[src/rtl/imem_boot_ctrl.sv]
// Boot loader: holds the CPU in reset, streams a length-prefixed image into imem, then releases it.
// Optional trailing XOR checksum byte enabled by defining BOOT_CHECKSUM_EN.
module imem_boot_ctrl #(
  parameter int ADDR_W       = 10,
  parameter bit RUN_ON_RESET = 1'b0
) (
  input  logic              clk,
  input  logic              rstn,
  input  logic              start,
  input  logic [7:0]        rx_data,
  input  logic              rx_valid,
  output logic              rx_ready,
  output logic              imem_we,
  output logic [ADDR_W-1:0] imem_addr,
  output logic [31:0]       imem_wdata,
  output logic              cpu_rstn,
  output logic              busy,
  output logic              done,
  output logic              err
);

  typedef enum logic [2:0] {
    S_IDLE,
    S_HDR0,
    S_HDR1,
    S_BYTES,
    S_WRITE,
`ifdef BOOT_CHECKSUM_EN
    S_CHK,
`endif
    S_RUN,
    S_ERR
  } state_t;

  localparam state_t      RESET_STATE = RUN_ON_RESET ? S_RUN : S_IDLE;
  localparam logic [31:0] MAX_WORDS   = 32'(1) << ADDR_W;
`ifdef BOOT_CHECKSUM_EN
  localparam state_t      LOAD_END    = S_CHK;
`else
  localparam state_t      LOAD_END    = S_RUN;
`endif

  state_t            state_q, state_d;
  logic [15:0]       cnt_q, cnt_d;
  logic [ADDR_W:0]   word_idx_q, word_idx_d;  // one spare bit so a full image never wraps
  logic [1:0]        byte_idx_q, byte_idx_d;
  logic [31:0]       shift_q, shift_d;
  logic [15:0]       cnt_full;
  logic              xfer;
`ifdef BOOT_CHECKSUM_EN
  logic [7:0]        xor_q, xor_d;
`endif

  // Every output is decoded from the registered state, so none of them glitch on rx_valid.
  always_comb begin
    rx_ready = 1'b0;
    busy     = 1'b0;
    unique case (state_q)
      S_HDR0, S_HDR1, S_BYTES: begin rx_ready = 1'b1; busy = 1'b1; end
      S_WRITE:                 busy = 1'b1;
`ifdef BOOT_CHECKSUM_EN
      S_CHK:                   begin rx_ready = 1'b1; busy = 1'b1; end
`endif
      default: ;
    endcase
  end

  assign imem_we    = (state_q == S_WRITE);
  assign imem_addr  = word_idx_q[ADDR_W-1:0];
  assign imem_wdata = shift_q;
  assign cpu_rstn   = (state_q == S_RUN);
  assign done       = (state_q == S_RUN);
  assign err        = (state_q == S_ERR);
  assign xfer       = rx_valid & rx_ready;
  assign cnt_full   = {rx_data, cnt_q[7:0]};

  always_comb begin
    // NOTE: every signal gets its hold value first, so no path through the case can infer a latch.
    state_d    = state_q;
    cnt_d      = cnt_q;
    word_idx_d = word_idx_q;
    byte_idx_d = byte_idx_q;
    shift_d    = shift_q;
    unique case (state_q)
      S_IDLE, S_RUN, S_ERR: if (start) state_d = S_HDR0;
      S_HDR0: if (xfer) begin
        cnt_d[7:0] = rx_data;
        state_d    = S_HDR1;
      end
      S_HDR1: if (xfer) begin
        cnt_d[15:8] = rx_data;
        if (cnt_full == 16'd0) begin
          state_d = LOAD_END;
        end else if (32'(cnt_full) > MAX_WORDS) begin
          state_d = S_ERR;
        end else begin
          word_idx_d = '0;
          byte_idx_d = '0;
          state_d    = S_BYTES;
        end
      end
      S_BYTES: if (xfer) begin
        shift_d[{byte_idx_q, 3'b000} +: 8] = rx_data;
        byte_idx_d = byte_idx_q + 2'd1;
        if (byte_idx_q == 2'd3) state_d = S_WRITE;
      end
      S_WRITE: begin
        word_idx_d = word_idx_q + (ADDR_W+1)'(1);
        state_d    = (32'(word_idx_q) + 32'd1 == 32'(cnt_q)) ? LOAD_END : S_BYTES;
      end
`ifdef BOOT_CHECKSUM_EN
      S_CHK: if (xfer) state_d = (rx_data == xor_q) ? S_RUN : S_ERR;
`endif
      default: state_d = RESET_STATE;
    endcase
  end

`ifdef BOOT_CHECKSUM_EN
  // Running XOR over header and payload; cleared whenever a new load is started.
  always_comb begin
    xor_d = xor_q;
    if ((state_q == S_IDLE || state_q == S_RUN || state_q == S_ERR) && start)
      xor_d = 8'h00;
    else if (xfer && (state_q == S_HDR0 || state_q == S_HDR1 || state_q == S_BYTES))
      xor_d = xor_q ^ rx_data;
  end

  always_ff @(posedge clk or negedge rstn) begin
    if (!rstn) xor_q <= 8'h00;
    else       xor_q <= xor_d;
  end
`endif

  // NOTE: state flops use non-blocking assignment so all of them update from pre-edge values.
  always_ff @(posedge clk or negedge rstn) begin
    if (!rstn) begin
      state_q    <= RESET_STATE;
      cnt_q      <= '0;
      word_idx_q <= '0;
      byte_idx_q <= '0;
      shift_q    <= '0;
    end else begin
      state_q    <= state_d;
      cnt_q      <= cnt_d;
      word_idx_q <= word_idx_d;
      byte_idx_q <= byte_idx_d;
      shift_q    <= shift_d;
    end
  end

endmodule

[config.mk]
export PLATFORM = sky130hd
export DESIGN_NAME = imem_boot_ctrl
export DESIGN_NICKNAME = d
export VERILOG_FILES = /design/src/rtl/imem_boot_ctrl.sv
export SDC_FILE = /design/constraint.sdc
export NUM_CORES = 1
export LEC_CHECK = 0
export BUFFER_PORTS_ARGS = -buffer_cell sky130_fd_sc_hd__buf_4
export CAP_MARGIN = 20
export CORE_ASPECT_RATIO = 1.4
export CORE_UTILIZATION = 37
export CTS_CLUSTER_DIAMETER = 30
export DETAILED_ROUTE_END_ITERATION = 8
export GPL_TIMING_DRIVEN = 0
export PLACE_DENSITY_LB_ADDON = 0.15
export SLEW_MARGIN = 25
export SYNTH_ARGS = -nofsm -noshare
export SYNTH_HDL_FRONTEND = slang
export SYNTH_SLANG_ARGS = --single-unit
export TNS_END_PERCENT = 100
[constraint.sdc]
create_clock -name clk -period 2.1 [get_ports clk]
set_input_delay 0.42 -clock clk [delete_from_list [all_inputs] [get_ports clk]]
set_output_delay 0.42 -clock clk [all_outputs]
set_load 0.01 [all_outputs]
==> results.yml, run 1 <==
timing:
  tightest_slew_ns: 0.803
  skew_ns: 0.00877
  slew_viol_final: 0
  final.period_utilization_pct: 96.6
  rsz0062_at_grt: "yes"
  clock.fmax_mhz: 493
  setup_viol: 0
  relSlewSlack_pct: 46.5
  finalHoldViolCount: 0
  min_period_ns: 2.03
worst_setup_path:
  timing.rr.end: "state_q[2]"
  r2r_cells: 7
  slowest_stage: "dfrtp_1"
  ff2ff_setup_slack_ns: 0.07
  required_ns: 2.29
  slowest_delay_ns: 0.41
  startpoint_type: "register"
  crit_arrival_ns: 2.22
  r2r-start: "cnt_q[3]"
  setup.worst_path.end_class: "register"
  critPathKind: "reg2reg"
  crit_chain: "nor4_2, nand3_1, buf_4, a211o_1, nor3_1, a2bb2oi_1, o21ai_1"
  crit_fanout: 4
synth:
  avgSynthCellArea_um2: 9.30
  synth_edf_count: 0
  synth_cell_types: 53
  seq_area_frac_synth_pct: 47.2
  synthTopCellsByArea: "dfrtp_1, nand2_1, o21ai_0"
  synth-warning-count: 0
  syn_nets: 384
  yosys-top-cells-count: "nand2_1, dfrtp_1, o21ai_0, mux2_2, nor2_1"
  synth_top_area_share_pct: 47.2
  synthFlopType: "dfrtp_1"
  synthCells: 365
  ys_seq_elements: 64
  synth.most_common_cell: "nand2_1"
  synthArstFlopShare_pct: 100
  syn_area_mm2: 0.00339
  synth_top_area_cell: "dfrtp_1"
global_route:
  antenna_found_initial: 0
  grt_pass1_vias: 2763
  grt_max_degree: 65
  grt_pass1_wl_um: 14100
  grt_usage_pct: 18.8
  grt_overflow: 0
routing:
  wire_per_inst_um: 15.5
  first_pass_iters: 4
  num_vias: 2892
  wirelength_um: 8490
  ant_nets: 0
  drtIter0Drc: 113
  avgViaCountPerCell: 5.29
  drc: 0
floorplanning:
  die_x_um: 82.9
  dieArea_mm2: 0.00956
  start_util_pct: 37.8
  rows: 41
  io_pins: 60
  die_y_um: 115
  core_area_mm2: 0.00898
clock_network:
  cts_buffers: 9
  clkTransAtPathRegs_ns: 0.05
  clk_path_buf_depth: 2
  cts.htree.levels: 3
  cts-root-buf: "clkbuf_16"
  clock_latency_ns: 0.33
  cts_tree: "done"
  cts_num_sinks: 64
place:
  dp_cells: 530
  port_buffers: 58
  gp_congestion: 0.818
  dp_hpwl_um: 5960
pwr:
  p_leak_nw: 1.93
  powerDensity_mw_per_mm2: 1470
  peakVddDrop_v: 0.000747
finish:
  diodes: 0
  finalNetCount: 454
  final_cells: 547
  drive_gt1_share_pct: 31.1
  fillCellCount: 886
  area_growth_pct: 28.5
  final_util_pct: 48.6
outcome:
  status: "complete, no violations"
run:
  max_cap_violations: 0
worst_hold_path:
  hold_path.class: "in2async"
## sequential cells by signal, summed over array words and instances (netlist names)
name,cells
byte_idx_q,2
cnt_q,16
imem_wdata,32
state_q,3
word_idx_q,11
## what timing repair did
action	in CTS	in global routing
buffers inserted	3	3
resized for setup	5	20
endpoints found under the setup margin	24	43
hold buffers	0	0
pin swaps	2	6
## cells by family (layout without fill, tap and decap cells)
group	count (synthesis)	in the layout	synth area share, %
AOI/OAI and AO/OA	81	81	14.3
xor gates and xnor gates	14	14	3.61
adders and majority gates	7	7	2.58
buffers and inverters	35	110	5.46
DFF	64	64	47.2
muxes	18	18	5.94
and+or+nand+nor	146	146	20.9
## cell usage in the layout (no fill, tap or decap), types with 3 or more instances in the layout
cell / count
xor2_1: 5
clkbuf_1: 9
nand4_1: 3
clkbuf_16: 9
xnor2_1: 9
clkinv_2: 3
nand2_1: 78
or3_1: 4
dfrtp_1: 60
o21ai_0: 49
nand3_1: 7
a211o_1: 3
buf_4: 76
nand3b_1: 3
dfrtp_2: 4
nor3b_2: 3
mux2_2: 17
nor3_1: 7
ha_1: 6
a21oi_1: 5
inv_1: 5
nor2_1: 16
## worst max-delay path by stage
stage,start,end,cells after the start
2_1_floorplan,word_idx_q[0],state_q[1],8
3_3_place_gp,word_idx_q[0],state_q[1],8
3_5_place_dp,word_idx_q[0],state_q[1],8
4_1_cts,byte_idx_q[0],imem_wdata[13],5
5_1_grt,byte_idx_q[0],imem_wdata[22],5
6_report,cnt_q[3],state_q[2],7
## critical path, delay by kind of cell (launching register included)
kind                   cells  cell delay [ns]
DFF                        1             0.41
and+or+nand+nor            3             0.68
AOI/OAI and AO/OA          3             0.61
buffers and inverters      1             0.19
## report_power, final
| group | leakage, nW | switching (mW) | internal [mW] | total [mW] |
|---|---|---|---|---|
| sequential | 0.835 | 0.491 | 1.72 | 2.21 |
| combinational | 0.957 | 1.38 | 1.41 | 2.80 |
| clock | 0.135 | 0.560 | 0.831 | 1.39 |
## area by class of cell
class,instances,area (µm²),area share [%]
clock buffer,10,239,5.48
tap,107,134,3.07
multi-input combinational,266,1690,38.6
buffer,24,150,3.44
timing repair buffer,64,480,11.0
inverter,6,23.8,0.545
sequential,64,1610,36.8
clock inverter,6,42.5,0.975
## layer usage
layer  wire (µm)  part of all wire [%]  track usage (%)  up-vias
met5           0                     0                0        -
met4         172                   2.0             7.01        0
met3         307                   3.6             4.38       16
met2        4400                    52             32.7       61
met1        3600                    42             22.7     1406
li1            -                     -                -     1409
## through the flow
step	TNS, ns	total power [mW]	setup WS [ns]	hold slack, ns	instance area (µm²)
after floorplan	0	3.88	0.0156	0.124	3400
after global placement	-0.636	4.82	-0.231	0.467	3970
after detailed placement	-0.730	4.86	-0.273	0.472	3970
after CTS	-0.465	6.33	-0.0751	0.225	4280
after global routing	-0.151	6.89	-0.0516	0.260	4360
final	0	6.40	0.0711	0.182	4360
Note: power is estimated with default switching activity, not from simulation.
==> run 2, diff against run 1 <==
==> constraint.sdc (replaced) <==
create_clock -name clk -period 2.1 [get_ports clk]
set_input_delay 0.21 -clock clk [delete_from_list [all_inputs] [get_ports clk]]
set_output_delay 0.21 -clock clk [all_outputs]
set_load 0.01 [all_outputs]
==> results.yml, run 2 (same netlist as run 1, synthesis figures left out) <==
outcome:
  status: "finished, violations left"
  violations: "hold timing"
worst_setup_path:
  critPathKind: "reg2reg"
  crit_fanout: 6
  required_ns: 2.31
  r2r-start: "word_idx_q[0]"
  setup.worst_path.end_class: "register"
  r2r_cells: 7
  slowest_stage: "dfrtp_2"
  crit_chain: "ha_4, a31o_2, o311ai_2, a21oi_2, nor4b_2, nand4_1, a211o_1"
  critPathBufInv: 0
  timing.rr.end: "state_q[1]"
  ff2ff_setup_slack_ns: 0.11
  startpoint_type: "register"
  crit_arrival_ns: 2.20
  slowest_delay_ns: 0.43
  cp_top_family: "compound AO/OA/AOI/OAI gates"
pwr:
  peakVddDrop_v: 0.000747
  power_frac_seq_pct: 34.6
  internal-power_mw: 3.97
  swShare_pct: 38.1
  powerDensity_mw_per_mm2: 1470
  p_leak_nw: 1.93
  p_clk_share_pct: 21.7
  switchingPower_mw: 2.44
  combPwrFrac_pct: 43.7
global_route:
  antenna_found_initial: 0
  grt_pass1_wl_um: 14000
  grt_overflow: 0
  grt_pass1_vias: 2763
  grt_max_degree: 65
  grt_usage_pct: 18.8
finish:
  area_growth_pct: 28.6
  finalNetCount: 454
  fillCellCount: 887
  drive_gt1_share_pct: 31.6
  final_util_pct: 48.6
  diodes: 0
  final_common_cell: "nand2_1"
  final_cell_mix: "nand2_1, buf_4, dfrtp_1"
  largest_reg_flops: 32
routing:
  ant_nets: 0
  drc: 0
  avgViaCountPerCell: 5.28
  wirelength_um: 8510
  drtIter0Drc: 139
  first_pass_iters: 4
  num_vias: 2889
  wire_per_inst_um: 15.6
timing:
  skew_ns: 0.00851
  relSlewSlack_pct: 46.0
  finalHoldViolCount: 40
  whs_ns: -0.0249
  rsz0062_at_grt: "yes"
  final.period_utilization_pct: 94.8
  timing.final.ws_setup_ns: 0.109
  clock.fmax_mhz: 502
  setup_viol: 0
  slew_viol_final: 0
  tightest_slew_ns: 0.810
  min_period_ns: 1.99
clock_network:
  clk_path_buf_depth: 2
  cts.htree.levels: 3
  cts_tree: "done"
  cts_num_sinks: 64
  cts_buffers: 9
  clock_latency_ns: 0.33
  holdBufCountCts: 0
  clkTransAtPathRegs_ns: 0.05
  cts-root-buf: "clkbuf_16"
place:
  port_buffers: 58
  dp_hpwl_um: 5960
  dp_worst_setup_slack_ns: -0.273
  gp_congestion: 0.818
floorplanning:
  start_util_pct: 37.8
  die_x_um: 82.9
  dieArea_mm2: 0.00956
  io_pins: 60
  die_y_um: 115
  rows: 41
  core_area_mm2: 0.00898
worst_hold_path:
  hold_path.class: "in2async"
run:
  max_cap_violations: 0
## run 2: area by class of cell
| class | instances | area, µm² | share of cell area (%) |
|---|---|---|---|
| inverters | 6 | 23.8 | 0.545 |
| clock inverters | 6 | 42.5 | 0.975 |
| flip-flops and latches | 64 | 1610 | 36.8 |
| well taps | 107 | 134 | 3.07 |
| repair buffers | 63 | 473 | 10.8 |
| plain buffers | 25 | 159 | 3.64 |
| clock buffers | 10 | 239 | 5.48 |
| multi-input cells | 266 | 1690 | 38.6 |
## run 2: metrics by stage
step           hold WS [ns]  power, mW  std cells  instance area (µm²)  setup TNS (ns)
2_1_floorplan       -0.0856       3.88        365                 3400               0
3_3_place_gp          0.364       4.82        530                 3970          -0.636
3_5_place_dp          0.365       4.86        530                 3970          -0.730
4_1_cts              0.0150       6.34        548                 4280          -0.465
5_1_grt              0.0495       6.89        547                 4360          -0.168
6_report            -0.0249       6.40        547                 4360               0
## run 2: repair_timing
item                                    in CTS  in global routing
pin swaps                                    2                  6
hold endpoints to repair                     0                  0
endpoints found under the setup margin      24                 43
setup buffers                                3                  2
gates resized for setup                      5                 27
## run 2: worst max-delay path by stage
stage	depth (start not counted)	slack (ns)	endpoint	start
6_report	7	0.11	state_q[1]	word_idx_q[0]
2_1_floorplan	8	0.02	state_q[1]	word_idx_q[0]
4_1_cts	5	-0.08	imem_wdata[13]	byte_idx_q[0]
3_3_place_gp	8	-0.23	state_q[1]	word_idx_q[0]
5_1_grt	5	-0.05	imem_wdata[22]	byte_idx_q[0]
3_5_place_dp	8	-0.27	state_q[1]	word_idx_q[0]
## run 2: routing by layer
layer	routed length [µm]	vias up	global-route usage, %
met1	3660	1408	22.6
met3	303	16	4.38
met2	4380	59	32.7
li1	-	1406	-
met4	172	0	7.01
met5	0	-	0
## run 2: worst reg2reg max path, stage by stage, from the launching register on
cell and delay [ns]:
dfrtp_2 0.43, ha_4 0.19, a31o_2 0.26, o311ai_2 0.24, a21oi_2 0.06, nor4b_2 0.22, nand4_1 0.19, a211o_1 0.29
## run 2: power groups by stage
stage | combinational, mW | sequential (mW) | clock, mW
finish | 2.80 | 2.21 | 1.39
detailed placement | 2.69 | 2.18 | 0
global placement | 2.65 | 2.17 | 0
CTS | 2.77 | 2.15 | 1.42
floorplan | 1.71 | 2.17 | 0
global route | 3.12 | 2.30 | 1.47
==> run 3, diff against run 2 <==
Settings changed: RECOVER_POWER from default to 50.
==> results.yml, run 3 (same netlist as run 1, synthesis figures left out) <==
outcome:
  status: "finished, violations left"
  violations: "capacitance limit, slew limit"
floorplanning:
  die_y_um: 115
  io_pins: 60
  rows: 41
  dieArea_mm2: 0.00956
  die_x_um: 82.9
  start_util_pct: 37.8
  core_area_mm2: 0.00898
finish:
  area_growth_pct: 26.2
  finalNetCount: 454
  final_util_pct: 47.7
  largest_reg_flops: 32
  final_cells: 547
  fillCellCount: 909
  final_common_cell: "nand2_1"
  diodes: 0
  final_cell_mix: "nand2_1, dfrtp_1, buf_4"
  stdcell_area_mm2: 0.00428
  drive_gt1_share_pct: 26.8
timing:
  tightest_slew_ns: 1.60
  rsz0062_at_grt: "yes"
  timing.final.ws_setup_ns: 0.107
  slew_viol_final: 65
  whs_ns: 0.183
  skew_ns: 0.00902
  setup_viol: 0
  final.period_utilization_pct: 94.9
  finalHoldViolCount: 0
  relSlewSlack_pct: -6.35
  clock.fmax_mhz: 502
  setup_tns_ns: 0
  min_period_ns: 1.99
worst_setup_path:
  crit_chain: "ha_4, a31o_2, o311ai_2, a21oi_2, nor4b_2, nand4_1, a211o_1"
  crit_fanout: 6
  path_depth: 7
  timing.rr.end: "state_q[1]"
  required_ns: 2.31
  setup.worst_path.end_class: "register"
  crit_arrival_ns: 2.20
  crit_end: "state_q[1]"
  cp_top_family: "compound AO/OA/AOI/OAI gates"
  worst_setup_path_startpoint: "word_idx_q[0]"
  slowest_delay_ns: 0.43
  r2r_cells: 7
  critPathKind: "reg2reg"
  r2r-start: "word_idx_q[0]"
  startpoint_type: "register"
  slowest_stage: "dfrtp_2"
  critPathBufInv: 0
  ff2ff_setup_slack_ns: 0.11
place:
  dp_cells: 530
  dp_worst_setup_slack_ns: -0.273
  post_dp_cell_area_mm2: 0.00397
  dp_hpwl_um: 5960
  gp_congestion: 0.818
  port_buffers: 58
clock_network:
  clk_path_buf_depth: 2
  cts_tree: "done"
  clkTransAtPathRegs_ns: 0.06
  cts_buffers: 9
  clock_latency_ns: 0.33
  cts.htree.levels: 3
  cts_num_sinks: 64
  cts-root-buf: "clkbuf_16"
global_route:
  grt_usage_pct: 18.8
  grt_pass1_wl_um: 14000
  grt_overflow: 0
  grt_max_degree: 65
  antenna_found_initial: 0
  grt_pass1_vias: 2763
pwr:
  total_power_mw: 6.30
  p_leak_nw: 1.84
  peakVddDrop_v: 0.000755
  powerDensity_mw_per_mm2: 1470
run:
  max_cap_violations: 1
routing:
  ant_nets: 0
  first_pass_iters: 5
  drtIter0Drc: 145
  wirelength_um: 8510
  wire_per_inst_um: 15.5
  avgViaCountPerCell: 5.27
  num_vias: 2884
  drc: 0
worst_hold_path:
  hold_path.class: "in2reg"
  hold_path_startpoint: "rx_data[0]"
## run 3: cell count changes in the layout (fill, tap and decap cells not counted)
| cell | delta |
|---|---|
| buf_4 | -22 |
| clkbuf_1 | +21 |
| clkbuf_2 | +1 |
## run 3: report_power, final
group | leakage (nW) | internal, mW | switching, mW
sequential | 0.835 | 1.72 | 0.489
clock | 0.135 | 0.831 | 0.563
combinational | 0.874 | 1.31 | 1.39
total | 1.84 | 3.87 | 2.44
## run 3: area by class of cell
class	count	area [µm²]	area share, %
tap	107	134	3.13
buffer	25	159	3.71
clock inverter	6	42.5	0.994
timing repair buffer	63	392	9.15
inverter	6	23.8	0.555
clock buffer	10	239	5.58
multi-input combinational	266	1690	39.4
sequential	64	1610	37.5
## run 3: worst min-delay path by stage
stage / to / slack, ns / cells after the start
6_report: imem_wdata[24] / 0.18 / 3
5_1_grt: imem_wdata[24] / 0.18 / 3
4_1_cts: word_idx_q[8] / 0.01 / 1
3_3_place_gp: word_idx_q[9] / 0.36 / 1
3_5_place_dp: word_idx_q[9] / 0.36 / 1
2_1_floorplan: byte_idx_q[0] / -0.09 / 0
## run 3: what timing repair did
action | CTS | global route
gates resized for setup | 5 | 27
setup buffers | 3 | 2
hold buffers | 0 | 0
pin swaps | 2 | 6
endpoints found under the setup margin | 24 | 43
## run 3: layer usage
| layer | routed length, µm | GRT usage [%] | share of wire [%] | vias up |
|---|---|---|---|---|
| met3 | 327 | 4.38 | 3.8 | 16 |
| li1 | - | - | - | 1404 |
| met4 | 172 | 7.01 | 2.0 | 0 |
| met5 | 0 | 0 | 0 | - |
| met2 | 4360 | 32.7 | 51 | 69 |
| met1 | 3650 | 22.6 | 43 | 1395 |
## run 3: worst min-delay path, delay by kind of cell
family,cells,cell delay [ns]
buffers and inverters,1,0.15
AO/OA/AOI/OAI,1,0.06
AND/OR/NAND/NOR,1,0.05
